### src/rtl/mips_run_ctrl_pkg.sv
// Shared types and constants for the MIPS run controller.
// No logic; imported by the interface, the controller and the bench.
// Run states, halt-cause codes and the default halt instruction.
package mips_run_pkg;

    typedef enum logic [1:0] {
        RS_IDLE   = 2'd0,
        RS_RSTSEQ = 2'd1,
        RS_RUN    = 2'd2,
        RS_DONE   = 2'd3
    } run_state_t;

    typedef logic [1:0] halt_cause_t;

    localparam halt_cause_t HC_NONE  = 2'd0;
    localparam halt_cause_t HC_LIMIT = 2'd1;
    localparam halt_cause_t HC_HALT  = 2'd2;
    localparam halt_cause_t HC_LOOP  = 2'd3;

    // MIPS 'break' encoding.
    localparam logic [31:0] DEFAULT_HALT_WORD = 32'h0000000D;

endpackage

### src/rtl/mips_run_ctrl_if.sv
// Signal bundle between the top level / core and mips_run_ctrl.
// Combinational wiring only; slave is the controller side, master the host side.
// No backpressure on any signal; trace pops are fire-and-forget.
interface mips_run_ctrl_if #(
    parameter int XLEN = 32,
    parameter int CW   = 16,
    parameter int TW   = 5
);
    import mips_run_pkg::*;

    logic              start;
    logic [CW-1:0]     cycle_limit;
    logic [XLEN-1:0]   pc;
    logic [XLEN-1:0]   pc_next;
    logic [XLEN-1:0]   instruction;
    logic              core_reset;
    logic              running;
    logic              done;
    halt_cause_t       halt_cause;
    logic [CW-1:0]     cycle_count;
    logic              trace_rd_en;
    logic              trace_rd_valid;
    logic [2*XLEN-1:0] trace_rd_data;
    logic [TW-1:0]     trace_count;

    modport master (
        output start, cycle_limit, pc, pc_next, instruction, trace_rd_en,
        input  core_reset, running, done, halt_cause, cycle_count,
               trace_rd_valid, trace_rd_data, trace_count
    );

    modport slave (
        input  start, cycle_limit, pc, pc_next, instruction, trace_rd_en,
        output core_reset, running, done, halt_cause, cycle_count,
               trace_rd_valid, trace_rd_data, trace_count
    );

endinterface

### src/rtl/mips_run_ctrl_trace_buf.sv
// Circular trace buffer: overwrite-on-full writes, oldest-first pops, synchronous clear.
// Pop data is registered: rd_valid/rd_data appear one cycle after rd_en.
// Never stalls: writes when full drop the oldest entry, pops when empty are ignored.
module mips_trace_buf #(
    parameter int W     = 64,
    parameter int DEPTH = 16
) (
    input  logic                     clock,
    input  logic                     reset,
    input  logic                     clear,
    input  logic                     wr_en,
    input  logic [W-1:0]             wr_data,
    input  logic                     rd_en,
    output logic                     rd_valid,
    output logic [W-1:0]             rd_data,
    output logic [$clog2(DEPTH):0]   count
);
    localparam int AW = $clog2(DEPTH);

    logic [W-1:0]  mem [DEPTH];
    logic [AW-1:0] wr_ptr;
    logic [AW-1:0] rd_idx;
    logic          full;
    logic          pop;

    // DEPTH is a power of two, so the count MSB alone flags full.
    assign full   = count[AW];
    assign pop    = rd_en && (count != '0);
    assign rd_idx = wr_ptr - count[AW-1:0];

    always_ff @(posedge clock) begin
        if (wr_en) begin
            mem[wr_ptr] <= wr_data;
        end
    end

    always_ff @(posedge clock) begin
        if (reset || clear) begin
            wr_ptr   <= '0;
            count    <= '0;
            rd_valid <= 1'b0;
            rd_data  <= '0;
        end else begin
            rd_valid <= pop;
            if (pop) begin
                rd_data <= mem[rd_idx];
            end
            if (wr_en) begin
                wr_ptr <= wr_ptr + AW'(1);
            end
            if (wr_en && !pop && !full) begin
                count <= count + (AW+1)'(1);
            end else if (pop && !wr_en) begin
                count <= count - (AW+1)'(1);
            end
        end
    end

endmodule

### src/rtl/mips_run_ctrl.sv
// Run controller for mips_core: reset sequencing, stop detection, PC/instruction trace (MIPS_RUN_CTRL_TRACE_EN).
// core_reset released RST_CYCLES edges after start; stop takes effect on the sampling edge; trace pops 1 cycle.
// No backpressure: start is ignored outside IDLE/DONE, trace pops are honoured in DONE only.
module mips_run_ctrl
    import mips_run_pkg::*;
#(
    parameter int              XLEN        = 32,
    parameter int              CW          = 16,
    parameter int              RST_CYCLES  = 2,
    parameter int              TRACE_DEPTH = 16,
    parameter logic [XLEN-1:0] HALT_WORD   = XLEN'(DEFAULT_HALT_WORD)
) (
    input  logic           clock,
    input  logic           reset,
    mips_run_ctrl_if.slave bus
);
    localparam int             RCW      = (RST_CYCLES > 1) ? $clog2(RST_CYCLES) : 1;
    localparam logic [RCW-1:0] RST_LAST = RCW'(RST_CYCLES - 1);

    localparam logic [1:0] S_IDLE   = RS_IDLE;
    localparam logic [1:0] S_RSTSEQ = RS_RSTSEQ;
    localparam logic [1:0] S_RUN    = RS_RUN;
    localparam logic [1:0] S_DONE   = RS_DONE;

    logic [1:0]     state;
    logic [RCW-1:0] rst_cnt;
    logic [CW-1:0]  cycle_count;
    halt_cause_t    halt_cause;
    logic [CW:0]    count_plus1;
    logic           in_run;
    logic           in_done;
    logic           launch;
    halt_cause_t    stop_cause;

    assign in_run      = (state == S_RUN);
    assign in_done     = (state == S_DONE);
    assign launch      = bus.start && ((state == S_IDLE) || in_done);
    assign count_plus1 = {1'b0, cycle_count} + (CW+1)'(1);

    // Priority: halt word, then self-loop, then cycle limit.
    always_comb begin
        stop_cause = HC_NONE;
        if (bus.instruction == HALT_WORD) begin
            stop_cause = HC_HALT;
        end else if (bus.pc_next == bus.pc) begin
            stop_cause = HC_LOOP;
        end else if ((bus.cycle_limit != '0) && (count_plus1 == {1'b0, bus.cycle_limit})) begin
            stop_cause = HC_LIMIT;
        end
    end

    always_ff @(posedge clock) begin
        if (reset) begin
            state       <= S_IDLE;
            rst_cnt     <= '0;
            cycle_count <= '0;
            halt_cause  <= HC_NONE;
        end else begin
            case (state)
                S_IDLE, S_DONE: begin
                    if (launch) begin
                        state       <= S_RSTSEQ;
                        rst_cnt     <= '0;
                        cycle_count <= '0;
                        halt_cause  <= HC_NONE;
                    end
                end
                S_RSTSEQ: begin
                    if (rst_cnt == RST_LAST) begin
                        state <= S_RUN;
                    end else begin
                        rst_cnt <= rst_cnt + RCW'(1);
                    end
                end
                S_RUN: begin
                    // Carry out of count_plus1 means the counter is saturated.
                    if (!count_plus1[CW]) begin
                        cycle_count <= count_plus1[CW-1:0];
                    end
                    if (stop_cause != HC_NONE) begin
                        state      <= S_DONE;
                        halt_cause <= stop_cause;
                    end
                end
                default: state <= S_IDLE;
            endcase
        end
    end

    assign bus.core_reset  = !in_run;
    assign bus.running     = in_run;
    assign bus.done        = in_done;
    assign bus.halt_cause  = halt_cause;
    assign bus.cycle_count = cycle_count;

`ifdef MIPS_RUN_CTRL_TRACE_EN
    mips_trace_buf #(
        .W     (2*XLEN),
        .DEPTH (TRACE_DEPTH)
    ) u_trace (
        .clock    (clock),
        .reset    (reset),
        .clear    (launch),
        .wr_en    (in_run),
        .wr_data  ({bus.pc, bus.instruction}),
        .rd_en    (bus.trace_rd_en && in_done),
        .rd_valid (bus.trace_rd_valid),
        .rd_data  (bus.trace_rd_data),
        .count    (bus.trace_count)
    );
`else
    logic trace_rd_en_unused;
    assign trace_rd_en_unused = bus.trace_rd_en;
    assign bus.trace_rd_valid = 1'b0;
    assign bus.trace_rd_data  = '0;
    assign bus.trace_count    = '0;
`endif

endmodule

### src/flat_wrapper.sv
// flat-port wrapper written by rule: the top's interface ports become plain ports
module mips_run_ctrl_flat import mips_run_pkg::*;
#(
    parameter int              XLEN        = 32,
    parameter int              CW          = 16,
    parameter int              RST_CYCLES  = 2,
    parameter int              TRACE_DEPTH = 16,
    parameter logic [XLEN-1:0] HALT_WORD   = XLEN'(DEFAULT_HALT_WORD)
)
  (clock, reset, bus_start, bus_cycle_limit, bus_pc, bus_pc_next, bus_instruction, bus_trace_rd_en, bus_core_reset, bus_running, bus_done, bus_halt_cause, bus_cycle_count, bus_trace_rd_valid, bus_trace_rd_data, bus_trace_count);
  mips_run_ctrl_if #(.XLEN(XLEN), .CW(CW), .TW((5))) bus_i ();
  input  logic clock;
  input  logic reset;
  input wire logic [$bits(bus_i.start)-1:0] bus_start;
  input wire logic [$bits(bus_i.cycle_limit)-1:0] bus_cycle_limit;
  input wire logic [$bits(bus_i.pc)-1:0] bus_pc;
  input wire logic [$bits(bus_i.pc_next)-1:0] bus_pc_next;
  input wire logic [$bits(bus_i.instruction)-1:0] bus_instruction;
  input wire logic [$bits(bus_i.trace_rd_en)-1:0] bus_trace_rd_en;
  output wire logic [$bits(bus_i.core_reset)-1:0] bus_core_reset;
  output wire logic [$bits(bus_i.running)-1:0] bus_running;
  output wire logic [$bits(bus_i.done)-1:0] bus_done;
  output wire logic [$bits(bus_i.halt_cause)-1:0] bus_halt_cause;
  output wire logic [$bits(bus_i.cycle_count)-1:0] bus_cycle_count;
  output wire logic [$bits(bus_i.trace_rd_valid)-1:0] bus_trace_rd_valid;
  output wire logic [$bits(bus_i.trace_rd_data)-1:0] bus_trace_rd_data;
  output wire logic [$bits(bus_i.trace_count)-1:0] bus_trace_count;
  assign bus_i.start = bus_start;
  assign bus_i.cycle_limit = bus_cycle_limit;
  assign bus_i.pc = bus_pc;
  assign bus_i.pc_next = bus_pc_next;
  assign bus_i.instruction = bus_instruction;
  assign bus_i.trace_rd_en = bus_trace_rd_en;
  assign bus_core_reset = bus_i.core_reset;
  assign bus_running = bus_i.running;
  assign bus_done = bus_i.done;
  assign bus_halt_cause = bus_i.halt_cause;
  assign bus_cycle_count = bus_i.cycle_count;
  assign bus_trace_rd_valid = bus_i.trace_rd_valid;
  assign bus_trace_rd_data = bus_i.trace_rd_data;
  assign bus_trace_count = bus_i.trace_count;
  mips_run_ctrl #(.XLEN(XLEN), .CW(CW), .RST_CYCLES(RST_CYCLES), .TRACE_DEPTH(TRACE_DEPTH), .HALT_WORD(HALT_WORD)) u_core (.clock(clock), .reset(reset), .bus(bus_i));
endmodule
### config.mk
export PLATFORM = sky130hd
export DESIGN_NAME = mips_run_ctrl_flat
export DESIGN_NICKNAME = d
export VERILOG_FILES = /design/src/rtl/mips_run_ctrl_pkg.sv /design/src/rtl/mips_run_ctrl_if.sv /design/src/rtl/mips_run_ctrl_trace_buf.sv /design/src/rtl/mips_run_ctrl.sv /design/src/flat_wrapper.sv
export SDC_FILE = /design/constraint.sdc
export NUM_CORES = 1
export LEC_CHECK = 0
export CAP_MARGIN = 20
export CORE_UTILIZATION = 35
export CTS_BUF_LIST = sky130_fd_sc_hd__clkbuf_2 sky130_fd_sc_hd__clkbuf_4 sky130_fd_sc_hd__clkbuf_8
export CTS_CLUSTER_DIAMETER = 200
export DETAILED_ROUTE_END_ITERATION = 7
export GPL_ROUTABILITY_DRIVEN = 1
export HOLD_SLACK_MARGIN = 0.03
export PLACE_DENSITY = 0.87
export SLEW_MARGIN = 30
export SYNTH_ARGS = -nofsm -noshare
export SYNTH_HDL_FRONTEND = slang
export SYNTH_SLANG_ARGS = --single-unit
### constraint.sdc
create_clock -name clock -period 3.2 [get_ports clock]
set_clock_uncertainty 0.2 [all_clocks]
set_input_delay 0.48 -clock clock [delete_from_list [all_inputs] [get_ports clock]]
set_output_delay 0.48 -clock clock [all_outputs]
set_load 0.005 [all_outputs]
# Word level (Yosys, flattened, before mapping)
# Cells that the tools add are included.
# word_totals
latch_bits	0
register_bits	21
input_bits	116
ram_bits	0
word_cells	46
romBits	0
n_memories	0
out_inout_bits	91
# op_classes
n_lt_le_gt_ge	0
bitwise_logic	0
n_div	0
eq_ne	10
mul	0
addsub	2
reduce_logical	14
n_shift	0
mux	16
# op_table
operator	n
$eq A32 B32 Y1	1
$eq A32 B4 Y1 const B	1
$mux W16	2
$pmux W16 S2	1
$add A16 B1 Y17 const B	1
$eq A17 B16 Y1	1
$reduce_bool A16 Y1	1
$mux W2	7
$reduce_and A3 Y1	3
$pmux W2 S3	1
$reduce_bool A2 Y1	3
$eq A2 B2 Y1 const B	2
$ne A2 B1 Y1 const B	2
$ne A2 B2 Y1 const B	2
$pmux W2 S2	1
$mux W1	3
$eq A2 B1 Y1 const B	1
$logic_and A1 B1 Y1	2
$logic_not A2 Y1	1
$pmux W1 S2	1
$reduce_and A2 Y1	1
$reduce_or A2 Y1	1
$add A1 B1 Y1 const B	1
$logic_not A1 Y1	1
$logic_or A1 B1 Y1	1

# Logic depth before layout (Yosys ltp)
# logic_depth
word_depth	9
ltp_mapped	10
ltp_nobuf	9

# Worst setup path before layout
# Ideal clock, no wire load.
# synth_timing
path_type	register to register
startpoint	register u_core.cycle_count[1], in the netlist u_core.bus.cycle_count[1]
endpoint	register u_core.state[0]
t_arrival_ns	2.443
stages_incl_launch_ff	10
required_time_ns	2.877
period_less_slack_ns	2.766
path_slack_ns	0.434
path_buffers	1
setup_time_ns	0.123
path_cell_list	dfxtp_1 ha_1 clkbuf_1 and2_1 nand4_1 or3_1 a221oi_1 nand4_2 a21oi_2 mux2_1
# synth_between
elab_chain_len	9
# synth_rtl
item	line_no	text
start, declared	mips_run_ctrl.sv:27	logic [CW-1:0] cycle_count;
start signal, assigned	mips_run_ctrl.sv:78	cycle_count <= count_plus1[CW-1:0];
$add A16 B1 Y17	mips_run_ctrl.sv:38	assign count_plus1 = {1'b0, cycle_count} + (CW+1)'(1);
$eq A17 B16 Y1	mips_run_ctrl.sv:47	end else if ((bus.cycle_limit != '0) && (count_plus1 == {1'b0, bus.cycle_limit})) begin
$logic_and A1 B1 Y1	mips_run_ctrl.sv:47	
$mux W1	mips_run_ctrl.sv:47	
$mux W2	mips_run_ctrl.sv:45	end else if (bus.pc_next == bus.pc) begin
$mux W2	mips_run_ctrl.sv:43	if (bus.instruction == HALT_WORD) begin
$reduce_bool A2 Y1	mips_run_ctrl.sv:80	if (stop_cause != HC_NONE) begin
$ne A2 B2 Y1 (no line)	n/a	
$reduce_and A3 Y1 (no line)	n/a	
end signal, assigned	mips_run_ctrl.sv:54	state <= S_IDLE;
end signal, assigned	mips_run_ctrl.sv:81	state <= S_DONE;
end signal, assigned	mips_run_ctrl.sv:85	default: state <= S_IDLE;
end, declared	mips_run_ctrl.sv:25	logic [1:0] state;
# Every way passes these cells.
# A chain may end at the register's enable or synchronous reset.

# Worst setup path in the final report
# layout_timing
startpoint	register u_core.cycle_count[5], in the netlist u_core.bus.cycle_count[5]
endpoint	register u_core.state[0]
# The elaborated chain is that of the path after synthesis.

==> metrics.cfg <==
[power_and_ir_drop]
pwr_density_cell_mw_per_mm2 = 291.6
fin_total_pwr_mw = 1.156
ir_drop_uv = 288.3
power_leakage_nw = 1.538

[sta]
setup_viol = 0
setup_tns_ps = 0
whs_ps = 278.0
slew_headroom_pct = 54.42
drv_slew = 0
fin_crit_sh_pct = 92.10
tightest_slew_ps = 683.7
rsz0062_at_grt = false
max_freq_mhz = 339.3
fin_crit_ps = 2947
finalHoldViolCount = 0

[die]
initial_core_util_pct = 36.70
rows = 31
ios = 207
dieHeight_um = 89.67
fp.dieW_um = 89.67
fp.coreArea_mm2 = 0.007331
dieArea_mm2 = 0.008041

[global_route]
grt_pass1_wl_um = 12780
grt_usage_pct = 20.65
use_met3_pct = 2.559
overflow = 0
grt_max_degree = 19
met2_usage_pct = 37.19
grt.busiest_layer = met2
antenna_found_initial = 0
grtUsageMet1_pct = 25.19
grt_pass1_vias = 2677

[routing]
drc = 0
wire_per_inst_um = 13.73
route.vias.total = 2902
ant_nets = 0
wirelength_um = 8335
drt_iter0_drc = 228
firstDrtPassIters = 4
routed_via_density = 4.781

[setup_path]
critPathSlowestCell = or3_1
start_kind = flip-flop
critPathArrivalTime_ps = 2910
worst_setup_path_end_kind = flip-flop
required_ps = 3160
crit_fanout = 10
max_stage_delay_ps = 530
crit_chain = nand4_1 -> or3_1 -> mux2i_1 -> a2111oi_2 -> nand4_2 -> a21oi_2 -> mux2_1
path_class = reg -> reg

[yosys]
syn_avg_cell_area_um2 = 7.174
async_flop_share_pct = 0
synthTopCellsByArea = buf_4 21%, dfxtp_1 16%, xor2_1 12%
synth_cell_types = 49
synth_top_cells_by_count = 75 x buf_4, 38 x xor2_1, 31 x nand2_1
netlist_instances = 375
ys_seq_area_share_pct = 15.63
synth-main-ff-cell = dfxtp_1
synth_most_common_cell = buf_4
synth_enable_flop_cells = 0
synth_top_area_share_pct = 20.93
synth-seq-cells = 21
ys_warn_count = 0
yosysTopAreaCell = buf_4
synth.cell_area_mm2 = 0.002690

[layout]
diodes = 0
finalInstanceArea_mm2 = 0.003963
area_delta_synth_final_pct = 47.30
layout.nets = 630
n_fill_cell = 706
fin_util_pct = 54.05
drive_gt1_share_pct = 5.315

[clock_tree]
cts_num_sinks = 21
holdBufCountCts = 0
clkLatencyLatePin_ps = 270
cts_resized = 0
tritoncts = yes
postCtsSetupBuffers = 0
cts_buffers = 3
path_clk_slew_ps = 80
root_buffer = clkbuf_8
clockBufferDepth = 2
htree_num_levels = 1

[outcome]
outcome = finished, final reports clean

[placement]
dpl_cell_area_mm2 = 0.003914
dp.final_hpwl_um = 7017
port_buffers = 135
gp_congestion = 0.8898

[hold_path]
worstHoldPathType = reg -> reg

[flow_run]
maxCapViolCount = 0

## logic make-up (layout without fill, tap and decap cells)
group / Yosys count / in the layout / synth area share, %
mux: 3 / 3 / 1.163
flops: 21 / 21 / 15.63
compound gates: 53 / 53 / 12.05
simple gates: 142 / 142 / 28.05
fa+ha+maj: 5 / 5 / 2.326
buf+inv: 101 / 165 / 24.70
other cells: 1 / 70 / 0.1394
xor+xnor: 49 / 49 / 15.95
## final cells by class
class,instances,area (um2),share of cell area [%]
inverters,11,41.29,1.042
flip-flops and latches,21,420.4,10.61
repair buffers,150,1464,36.94
well taps,99,123.9,3.126
clock buffers,4,48.80,1.231
multi-input cells,322,1864,47.05
## routing by layer
layer / wire length (um) / vias to the layer above
met5: 0 / -
met4: 223 / 0
met3: 576 / 21
met2: 4127 / 151
met1: 3407 / 1298
li1: - / 1432
## cells in the final DEF, fill, tap and decap left out, drive strengths merged, types with 12 or more instances in the layout
cell | netlist | routed
o21ai | 13 | 13
clkdlybuf4s50 | 0 | 135
conb | 1 | 70
nor4 | 23 | 23
nor3 | 15 | 15
xor2 | 38 | 38
nand4 | 12 | 12
nor2 | 24 | 24
buf | 78 | 15
nand2 | 31 | 31
dfxtp | 21 | 21
a21oi | 23 | 23
## path summary, 6_finish.rpt
path                                                 to                                   start  cells past startpoint  slack [ps]
setup / recovery           u_core.state[0]$_SDFFE_PP0P_  u_core.bus.cycle_count[5]$_SDFFE_PP0P_                      7         250
setup reg to reg           u_core.state[0]$_SDFFE_PP0P_  u_core.bus.cycle_count[5]$_SDFFE_PP0P_                      7         250
hold / removal    u_core.bus.halt_cause[0]$_SDFFE_PP0P_   u_core.bus.halt_cause[0]$_SDFFE_PP0P_                      1         280
hold reg to reg   u_core.bus.halt_cause[0]$_SDFFE_PP0P_   u_core.bus.halt_cause[0]$_SDFFE_PP0P_                      1         280
## sequential cells by signal, summed over array words and instances, names as in the netlist
register                count
u_core.bus.cycle_count     16
u_core.rst_cnt              1
u_core.state                2
u_core.bus.halt_cause       2
## metrics by stage
stage / std cells / worst slack (ps)
finish: 607 / 252.8
global route: 607 / 115.3
CTS: 607 / 255.1
detailed placement: 603 / 162.5
global placement: 603 / 220.0
floorplan: 444 / 434.2
## worst max-delay path: cells and delay by family (launching register included)
kind | cells | cell delay, ps
AND/OR/NAND/NOR | 3 | 1120
multiplexers | 2 | 490
flip-flops | 1 | 440
AO/OA/AOI/OAI | 2 | 590
## where the power goes
part	internal, mW	total, mW	switching, mW
logic	0.313	0.671	0.358
clock network	0.0975	0.190	0.0925
registers	0.280	0.295	0.0148
No activity file was read; power rests on OpenSTA's default activity.
